[src/rtl/battleship_core_n_if.sv]
// Control and status bundle for battleship_core_n: cell select, buttons and game status.
// The core takes the slave side; whoever drives the buttons takes the master side.
interface battleship_core_n_if #(
    parameter int CW = 2,
    parameter int SW = 4
);
    logic          start;
    logic [CW-1:0] X;
    logic [CW-1:0] Y;
    logic          pAb;
    logic          pBb;
    logic [2:0]    phase;
    logic [SW-1:0] score_a;
    logic [SW-1:0] score_b;
    logic          shot_valid;
    logic          shot_hit;
    logic          err;
    logic [1:0]    winner;
    logic [7:0]    led;

    modport master (
        output start, X, Y, pAb, pBb,
        input  phase, score_a, score_b, shot_valid, shot_hit, err, winner, led
    );

    modport slave (
        input  start, X, Y, pAb, pBb,
        output phase, score_a, score_b, shot_valid, shot_hit, err, winner, led
    );
endinterface

[src/rtl/battleship_core_n.sv]
// Two-player battleship game core: edge-detected buttons, placement and shooting phases,
// one occupancy bit per cell per player, scores and winner.
module battleship_core_n #(
    parameter int CW    = 2,
    parameter int SHIPS = 4,
    parameter int SW    = 4
) (
    input logic                clk,
    input logic                rst,
    battleship_core_n_if.slave bus
);
    localparam int CELLS = 1 << (2 * CW);
    // The count only ever holds 0..SHIPS-1: it clears as the last ship goes down.
    localparam int CNTW = (SHIPS > 1) ? $clog2(SHIPS) : 1;
    localparam logic [CNTW-1:0] LAST_SHIP = CNTW'(SHIPS - 1);
    localparam logic [SW-1:0]   WIN_SCORE = SW'(SHIPS);

    typedef enum logic [2:0] {
        IDLE    = 3'd0,
        PLACE_A = 3'd1,
        PLACE_B = 3'd2,
        SHOOT_A = 3'd3,
        SHOOT_B = 3'd4,
        DONE    = 3'd5
    } phase_t;

    phase_t           state, state_n;
    logic [CELLS-1:0] occ_a, occ_a_n, occ_b, occ_b_n;
    logic [CNTW-1:0]  count, count_n;
    logic [SW-1:0]    score_a, score_a_n, score_b, score_b_n;
    logic             shot_valid, shot_valid_n;
    logic             shot_hit, shot_hit_n;
    logic             err, err_n;
    logic [1:0]       winner, winner_n;
    logic             prev_start, prev_a, prev_b;
    logic             ev_start, ev_a, ev_b;
    logic [2*CW-1:0]  idx;

    assign ev_start = bus.start & ~prev_start;
    assign ev_a     = bus.pAb & ~prev_a;
    assign ev_b     = bus.pBb & ~prev_b;
    assign idx      = {bus.Y, bus.X};

    // NOTE: all state updates use non-blocking assignments so every register samples
    // pre-edge values; blocking here would create order-dependent simulation races.
    always_ff @(posedge clk) begin
        if (rst) begin
            state      <= IDLE;
            occ_a      <= '0;
            occ_b      <= '0;
            count      <= '0;
            score_a    <= '0;
            score_b    <= '0;
            shot_valid <= 1'b0;
            shot_hit   <= 1'b0;
            err        <= 1'b0;
            winner     <= 2'b00;
            prev_start <= 1'b0;
            prev_a     <= 1'b0;
            prev_b     <= 1'b0;
        end else begin
            state      <= state_n;
            occ_a      <= occ_a_n;
            occ_b      <= occ_b_n;
            count      <= count_n;
            score_a    <= score_a_n;
            score_b    <= score_b_n;
            shot_valid <= shot_valid_n;
            shot_hit   <= shot_hit_n;
            err        <= err_n;
            winner     <= winner_n;
            prev_start <= bus.start;
            prev_a     <= bus.pAb;
            prev_b     <= bus.pBb;
        end
    end

    // NOTE: every signal written below gets a default first, so no path leaves one
    // unassigned and no latch is inferred.
    always_comb begin
        state_n      = state;
        occ_a_n      = occ_a;
        occ_b_n      = occ_b;
        count_n      = count;
        score_a_n    = score_a;
        score_b_n    = score_b;
        shot_valid_n = 1'b0;
        shot_hit_n   = shot_hit;
        err_n        = 1'b0;
        winner_n     = winner;

        unique case (state)
            IDLE: if (ev_start) begin
                state_n    = PLACE_A;
                occ_a_n    = '0;
                occ_b_n    = '0;
                count_n    = '0;
                score_a_n  = '0;
                score_b_n  = '0;
                shot_hit_n = 1'b0;
                winner_n   = 2'b00;
            end
            PLACE_A: if (ev_a) begin
                if (occ_a[idx]) begin
                    err_n = 1'b1;
                end else begin
                    occ_a_n[idx] = 1'b1;
                    if (count == LAST_SHIP) begin
                        count_n = '0;
                        state_n = PLACE_B;
                    end else begin
                        count_n = count + 1'b1;
                    end
                end
            end
            PLACE_B: if (ev_b) begin
                if (occ_b[idx]) begin
                    err_n = 1'b1;
                end else begin
                    occ_b_n[idx] = 1'b1;
                    if (count == LAST_SHIP) begin
                        count_n = '0;
                        state_n = SHOOT_A;
                    end else begin
                        count_n = count + 1'b1;
                    end
                end
            end
            SHOOT_A: if (ev_a) begin
                shot_valid_n = 1'b1;
                shot_hit_n   = occ_b[idx];
                // A sunk cell is cleared, so a repeat shot there resolves as a miss.
                if (occ_b[idx]) begin
                    occ_b_n[idx] = 1'b0;
                    score_a_n    = score_a + 1'b1;
                    if (score_a_n == WIN_SCORE) begin
                        state_n  = DONE;
                        winner_n = 2'b01;
                    end
                end else begin
                    state_n = SHOOT_B;
                end
            end
            SHOOT_B: if (ev_b) begin
                shot_valid_n = 1'b1;
                shot_hit_n   = occ_a[idx];
                if (occ_a[idx]) begin
                    occ_a_n[idx] = 1'b0;
                    score_b_n    = score_b + 1'b1;
                    if (score_b_n == WIN_SCORE) begin
                        state_n  = DONE;
                        winner_n = 2'b10;
                    end
                end else begin
                    state_n = SHOOT_A;
                end
            end
            DONE: if (ev_start) begin
                state_n = IDLE;
            end
            default: state_n = IDLE;
        endcase
    end

    assign bus.phase      = state;
    assign bus.score_a    = score_a;
    assign bus.score_b    = score_b;
    assign bus.shot_valid = shot_valid;
    assign bus.shot_hit   = shot_hit;
    assign bus.err        = err;
    assign bus.winner     = winner;
    assign bus.led        = {4'(score_a), 4'(score_b)};
endmodule

[src/flat_wrapper.sv]
// flat-port wrapper written by rule: the top's interface ports become plain ports
module battleship_core_n_flat 
#(
    parameter int CW    = 2,
    parameter int SHIPS = 4,
    parameter int SW    = 4
)
  (clk, rst, bus_start, bus_X, bus_Y, bus_pAb, bus_pBb, bus_phase, bus_score_a, bus_score_b, bus_shot_valid, bus_shot_hit, bus_err, bus_winner, bus_led);
  battleship_core_n_if #(.CW(CW), .SW(SW)) bus_i ();
  input logic clk;
  input logic rst;
  input wire logic [$bits(bus_i.start)-1:0] bus_start;
  input wire logic [$bits(bus_i.X)-1:0] bus_X;
  input wire logic [$bits(bus_i.Y)-1:0] bus_Y;
  input wire logic [$bits(bus_i.pAb)-1:0] bus_pAb;
  input wire logic [$bits(bus_i.pBb)-1:0] bus_pBb;
  output wire logic [$bits(bus_i.phase)-1:0] bus_phase;
  output wire logic [$bits(bus_i.score_a)-1:0] bus_score_a;
  output wire logic [$bits(bus_i.score_b)-1:0] bus_score_b;
  output wire logic [$bits(bus_i.shot_valid)-1:0] bus_shot_valid;
  output wire logic [$bits(bus_i.shot_hit)-1:0] bus_shot_hit;
  output wire logic [$bits(bus_i.err)-1:0] bus_err;
  output wire logic [$bits(bus_i.winner)-1:0] bus_winner;
  output wire logic [$bits(bus_i.led)-1:0] bus_led;
  assign bus_i.start = bus_start;
  assign bus_i.X = bus_X;
  assign bus_i.Y = bus_Y;
  assign bus_i.pAb = bus_pAb;
  assign bus_i.pBb = bus_pBb;
  assign bus_phase = bus_i.phase;
  assign bus_score_a = bus_i.score_a;
  assign bus_score_b = bus_i.score_b;
  assign bus_shot_valid = bus_i.shot_valid;
  assign bus_shot_hit = bus_i.shot_hit;
  assign bus_err = bus_i.err;
  assign bus_winner = bus_i.winner;
  assign bus_led = bus_i.led;
  battleship_core_n #(.CW(CW), .SHIPS(SHIPS), .SW(SW)) u_core (.clk(clk), .rst(rst), .bus(bus_i));
endmodule
[config.mk]
export PLATFORM = sky130hd
export DESIGN_NAME = battleship_core_n_flat
export DESIGN_NICKNAME = d
export VERILOG_FILES = /design/src/rtl/battleship_core_n_if.sv /design/src/rtl/battleship_core_n.sv /design/src/flat_wrapper.sv
export SDC_FILE = /design/constraint.sdc
export NUM_CORES = 1
export LEC_CHECK = 0
export ABC_CLOCK_PERIOD_IN_PS = 5000
export CORE_AREA = 2 2 82 84
export CTS_CLUSTER_SIZE = 16
export DETAILED_ROUTE_END_ITERATION = 7
export DIE_AREA = 0 0 84 86
export GPL_ROUTABILITY_DRIVEN = 0
export GPL_TIMING_DRIVEN = 1
export MAX_ROUTING_LAYER = met4
export PLACE_DENSITY_LB_ADDON = 0.15
export SLEW_MARGIN = 30
export SYNTH_ARGS = -nofsm -noshare
export SYNTH_HDL_FRONTEND = slang
export SYNTH_SLANG_ARGS = --single-unit
[constraint.sdc]
create_clock -name clk -period 5 [get_ports clk]
set_input_delay 0.75 -clock clk [delete_from_list [all_inputs] [get_ports clk]]
set_output_delay 0.75 -clock clk [all_outputs]
set_load 0.03 [all_outputs]
==> flow_metrics.py, run 1 <==
metrics = {
    "placed_design": {
        "dp_hpwl_um": 5360,
        "dp_cells": 450,
        "io_buffer_count": 32,
    },
    "synthesis": {
        "yosysSeqAreaShare": 0.346,
        "yosysWarnings": 0,
        "syn_inst": 364,
        "synth-edff-count": 0,
        "synth_area_um2": 3070,
        "syn_area_per_cell_um2": 8.43,
        "synth.most_common_cell": "dfxtp_1",
        "synth_cell_types": 58,
        "yosysTopAreaCell": "dfxtp_1",
        "synth_top_cells_by_count": "dfxtp_1, nor2_1, nand2_1",
        "yosys-top-cells-area": "dfxtp_1, mux2i_1, a22oi_1, a32o_1, nor3_1",
        "ys_ff_latch": 53,
        "syn_nets": 378,
        "ys.flop_type": "dfxtp_1",
        "synth_top_area_share": 0.346,
        "async_flop_share": 0,
    },
    "cells_and_area": {
        "area_delta_synth_final_pct": 12.7,
        "diodes": 0,
        "finalNetCount": 394,
        "fillers": 592,
        "layoutNonFillerInstCount": 458,
        "drive_gt1_frac": 0.0761,
    },
    "power": {
        "finalPower_mw": 1.17,
        "ir_drop_uv": 313,
        "powerDensity_nw_per_um2": 338,
        "power_leakage_nw": 1.17,
    },
    "detailed_routing": {
        "drcViolationCount": 0,
        "ant_nets": 0,
        "routedWlPerCell_um": 16.5,
        "drt_wl_total_um": 7580,
        "first_iter_violations": 141,
        "drtPass1Iterations": 5,
        "via_per_inst": 6.26,
        "num_vias": 2867,
    },
    "setup_path": {
        "critPathBufInv": 2,
        "crit_type": "in -> reg",
        "crit_slowest_cell": "clkdlybuf4s50_1",
        "worstPathArrival_ps": 3630,
        "crit_required_ps": 5200,
        "cp-end-kind": "flip-flop",
        "crit_path_start_kind": "primary input",
        "crit_chain": "clkdlybuf4s50_1 -> buf_4 -> mux4_2 -> mux2i_1 -> nand3b_1 -> and3_1 -> a21oi_2 -> o311ai_1 -> a221oi_1",
        "crit_family": "buffers and inverters",
        "path_max_fanout": 14,
        "max_stage_delay_ps": 760,
    },
    "floorplan": {
        "die-area_um2": 7220,
        "num_rows": 29,
        "die_h_um": 86,
        "die_x_um": 84,
        "coreArea_um2": 6280,
        "num_io_pins": 33,
        "start_util": 0.489,
    },
    "timing": {
        "rsz0062_at_grt": "false",
        "period_minus_slack_ps": 3430,
        "drv_slew": 0,
        "setup_tns_ps": 0,
        "tightest_slew_ps": 791,
        "max_freq_mhz": 292,
        "finalCritPeriodShare": 0.685,
        "setup_viol": 0,
        "finalHoldViolations": 0,
        "skew_ps": 7.56,
        "relSlewSlack": 0.468,
    },
    "cts": {
        "cts_resized": 0,
        "cts_sinks": 53,
        "cts.clk_slew.worst_paths_ps": 90,
        "cts-hold-fix-buffers": 0,
        "clkLatencyLatePin_ps": 310,
        "cts_max_level": 2,
        "cts_buffer_depth": 2,
        "root_buffer": "clkbuf_8",
        "cts_buffers": 5,
        "post_cts_buffers": 0,
        "tritoncts": "built",
    },
    "grt": {
        "track_usage": 0.222,
        "overflow": 0,
        "grt_pass1_vias": 2577,
        "antenna_found_initial": 0,
        "grt_max_degree": 24,
        "grt_pass1_wl_um": 12800,
    },
    "status": {
        "status": "complete, no violations",
    },
    "worst_hold_path": {
        "hp-class": "reg -> reg",
    },
    "run": {
        "cap_violations": 0,
    },
}
[sequential cells by signal, indices dropped and copies added (netlist names)]
name and cells:
u_core.occ_a 16, u_core.occ_b 16, u_core.bus.score_a 4, u_core.bus.score_b 4
u_core.bus.phase 3, u_core.bus.winner 2, u_core.count 2, u_core.bus.err 1
u_core.bus.shot_hit 1, u_core.bus.shot_valid 1, u_core.prev_a 1, u_core.prev_b 1
u_core.prev_start 1
[cell usage in the layout, fill, tap and decap left out, types with 3 or more instances in the layout]
| master | count |
|---|---|
| and3_1 | 4 |
| nor2_1 | 36 |
| nand2b_1 | 6 |
| buf_4 | 7 |
| o21ai_0 | 18 |
| inv_2 | 3 |
| nor2b_1 | 7 |
| nor3_1 | 31 |
| clkbuf_1 | 3 |
| mux4_2 | 3 |
| nand3_1 | 9 |
| clkdlybuf4s50_1 | 32 |
| nor3_2 | 3 |
| ha_1 | 5 |
| clkbuf_8 | 5 |
| a22oi_1 | 24 |
| a32o_1 | 16 |
| and2_1 | 3 |
| nand2_1 | 34 |
| a311oi_1 | 3 |
| mux2i_1 | 20 |
| dfxtp_1 | 53 |
| a21oi_1 | 9 |
| a31oi_1 | 6 |
[per-stage QoR]
step                 util  setup slack [ps]  hold slack [ps]  instance area, µm²
CTS                 0.551              1570              490                3460
global placement    0.538              1320              466                3380
global route        0.551              1340              515                3460
floorplan               -              2420              464                3070
detailed placement  0.538              1240              474                3380
finish              0.551              1570              483                3460
[cell type report]
type	count	area, µm²	area share
clock buffer	8	80.1	0.0232
timing repair buffer	39	373	0.108
inverter	6	25.0	0.00724
tap	77	96.3	0.0279
sequential	53	1060	0.307
multi-input combinational	275	1820	0.527
[metal layers]
layer	part of all wire	global-route usage	vias up
li1	-	-	1390
met1	0.45	0.295	1354
met2	0.48	0.339	104
met3	0.045	0.0346	19
met4	0.028	0.0909	0
met5	0	-	-
[where the power goes]
group,switching [mW],internal (mW)
Sequential,0.0451,0.440
Clock,0.137,0.100
Combinational,0.278,0.168
Total,0.460,0.708
[worst register-to-register path, cell delays in order (launching register included)]
cell and delay, ps:
dfxtp_1 720, inv_2 170, nor3_1 640, a31oi_2 400
buf_4 290, nor3_2 170, buf_4 250, a22oi_1 110
nor3_1 200
[path summary, 6_finish.rpt]
kind	from	to	slack, ps	cells after the start
hold / removal	u_core.bus.winner[0]	u_core.bus.winner[0]	480	2
hold reg to reg	u_core.bus.winner[0]	u_core.bus.winner[0]	480	2
setup reg to reg	u_core.bus.phase[1]	u_core.occ_b[12]	1970	8
setup / recovery	bus_X[0]	u_core.bus.phase[1]	1570	9
[cells by family after synthesis]
family                     Yosys count  synth area share
and+or+nand+nor                    144             0.231
AOI/OAI and AO/OA                  100             0.241
DFF                                 53             0.346
buffers and inverters               36            0.0620
muxes                               24            0.0946
adders and majority gates            5            0.0204
xor gates and xnor gates             2           0.00571
No activity file was read; power rests on OpenSTA's default activity.
==> inputs of run 2 (changes only) <==
Settings changed: ABC_CLOCK_PERIOD_IN_PS 5000 to 3600.
Clock period 5 ns to 3.6 ns, I/O delays scaled along.
==> flow_metrics.py, run 2 (same netlist as run 1, synthesis figures left out) <==
metrics = {
    "timing": {
        "rsz0062_at_grt": "false",
        "relSlewSlack": 0.414,
        "tightest_slew_ps": 872,
        "setup_viol": 0,
        "finalCritPeriodShare": 0.817,
        "drv_slew": 0,
        "finalHoldViolations": 0,
        "setup_tns_ps": 0,
        "period_minus_slack_ps": 2940,
        "max_freq_mhz": 340,
        "skew_ps": 7.12,
    },
    "cells_and_area": {
        "finalNetCount": 397,
        "final_cell_mix": "dfxtp_1, nor2_1, nand2_1, clkdlybuf4s50_1, nor3_1",
        "diodes": 0,
        "mostFrequentLayoutCell": "dfxtp_1",
        "fillers": 592,
        "drive_gt1_frac": 0.0864,
        "area_delta_synth_final_pct": 13.2,
        "largestRegisters": "u_core.occ_a x16, u_core.occ_b x16",
    },
    "setup_path": {
        "path_max_fanout": 21,
        "crit_slowest_cell": "mux4_2",
        "rr_endpoint": "u_core.occ_b[4]",
        "cp-end-kind": "flip-flop",
        "crit_start": "bus_X[0]",
        "crit_required_ps": 3810,
        "r2r-start": "u_core.bus.phase[1]",
        "critPathBufInv": 2,
        "max_stage_delay_ps": 540,
        "endpoint": "u_core.bus.phase[0]",
        "crit_type": "in -> reg",
        "r2r_slack_ps": 850,
        "cp_num_cells": 9,
        "crit_family": "multiplexers",
        "crit_chain": "clkdlybuf4s50_1 -> buf_4 -> mux4_2 -> mux2i_1 -> nand3b_1 -> and3_1 -> a21oi_2 -> o311ai_1 -> a221oi_1",
        "crit_path_start_kind": "primary input",
        "worstPathArrival_ps": 3150,
        "ff2ff_path_depth": 7,
    },
    "run": {
        "cap_violations": 0,
    },
    "cts": {
        "cts_buffers": 5,
        "cts-hold-fix-buffers": 0,
        "cts_buffer_depth": 2,
        "cts_sinks": 53,
        "cts_resized": 0,
        "clkLatencyLatePin_ps": 300,
        "cts_max_level": 2,
        "root_buffer": "clkbuf_8",
        "tritoncts": "built",
        "cts.clk_slew.worst_paths_ps": 90,
        "post_cts_buffers": 0,
    },
    "grt": {
        "antenna_found_initial": 0,
        "track_usage": 0.216,
        "overflow": 0,
        "grt_pass1_vias": 2573,
        "grt_max_degree": 28,
        "grt_pass1_wl_um": 12600,
    },
    "power": {
        "powerDensity_nw_per_um2": 466,
        "power_leakage_nw": 1.19,
        "ir_drop_uv": 364,
        "finalPower_mw": 1.62,
    },
    "detailed_routing": {
        "drcViolationCount": 0,
        "via_per_inst": 6.20,
        "first_iter_violations": 169,
        "routedWlPerCell_um": 16.5,
        "num_vias": 2848,
        "drtPass1Iterations": 4,
        "ant_nets": 0,
        "drt_wl_total_um": 7570,
    },
    "floorplan": {
        "coreArea_um2": 6280,
        "die_x_um": 84,
        "num_io_pins": 33,
        "num_rows": 29,
        "die_h_um": 86,
        "start_util": 0.489,
        "die-area_um2": 7220,
    },
    "placed_design": {
        "io_buffer_count": 32,
        "dp_hpwl_um": 5310,
    },
    "status": {
        "status": "complete, no violations",
    },
    "worst_hold_path": {
        "hp-class": "reg -> reg",
    },
}
-- run 2: cell types whose count changed in the layout (fill, tap and decap cells not counted), sizes merged --
cell	previous run	this run
clkbuf	8	5
clkinv	0	1
buf	7	10
-- run 2: metal layers --
layer | up-vias | part of all wire | wire length, µm | track usage
li1 | 1395 | - | - | -
met1 | 1378 | 0.47 | 3550 | 0.287
met2 | 70 | 0.49 | 3680 | 0.351
met3 | 5 | 0.038 | 291 | 0.0289
met4 | 0 | 0.0058 | 44 | 0.0557
met5 | - | 0 | 0 | -
-- run 2: metrics by stage --
step	hold slack [ps]	cell area, µm²	cells	worst slack [ps]	utilization
floorplan	464	3070	364	1230	-
global placement	465	3400	453	423	0.542
detailed placement	479	3400	453	360	0.542
CTS	498	3470	459	676	0.554
global route	522	3470	459	523	0.554
finish	493	3470	459	660	0.554
-- run 2: power by group --
| group | internal [mW] | leakage (nW) | switching, mW |
|---|---|---|---|
| Combinational | 0.245 | 0.721 | 0.388 |
| Clock | 0.129 | 0.0399 | 0.184 |
| Sequential | 0.612 | 0.428 | 0.0627 |
| Total | 0.986 | 1.19 | 0.635 |
-- run 2: final cells by class --
class / count / area, µm² / share of cell area
multi-input combinational: 275 / 1820 / 0.525
sequential: 53 / 1060 / 0.305
timing repair buffer: 42 / 395 / 0.114
tap: 77 / 96.3 / 0.0277
clock buffer: 5 / 68.8 / 0.0198
inverter: 6 / 25.0 / 0.00720
clock inverter: 1 / 5.00 / 0.00144
-- run 2: how the worst min path moves through the flow --
stage                                    start                   end  slack (ps)  cells after the start
after floorplan                u_core.occ_a[4]       u_core.occ_a[4]         460                      1
after global placement    u_core.bus.winner[0]  u_core.bus.winner[0]         470                      2
final                     u_core.bus.winner[0]  u_core.bus.winner[0]         490                      2
after detailed placement  u_core.bus.winner[0]  u_core.bus.winner[0]         480                      2
after CTS                 u_core.bus.winner[0]  u_core.bus.winner[0]         500                      2
after global routing          u_core.occ_a[10]      u_core.occ_a[10]         520                      1
-- run 2: worst register-to-register path: stages (launching register included) --
cell and delay, ps:
dfxtp_1 720, inv_2 170, nor3_1 700, a31oi_2 290, nor3_2 230, buf_4 240
a22oi_1 120, nor3_1 190
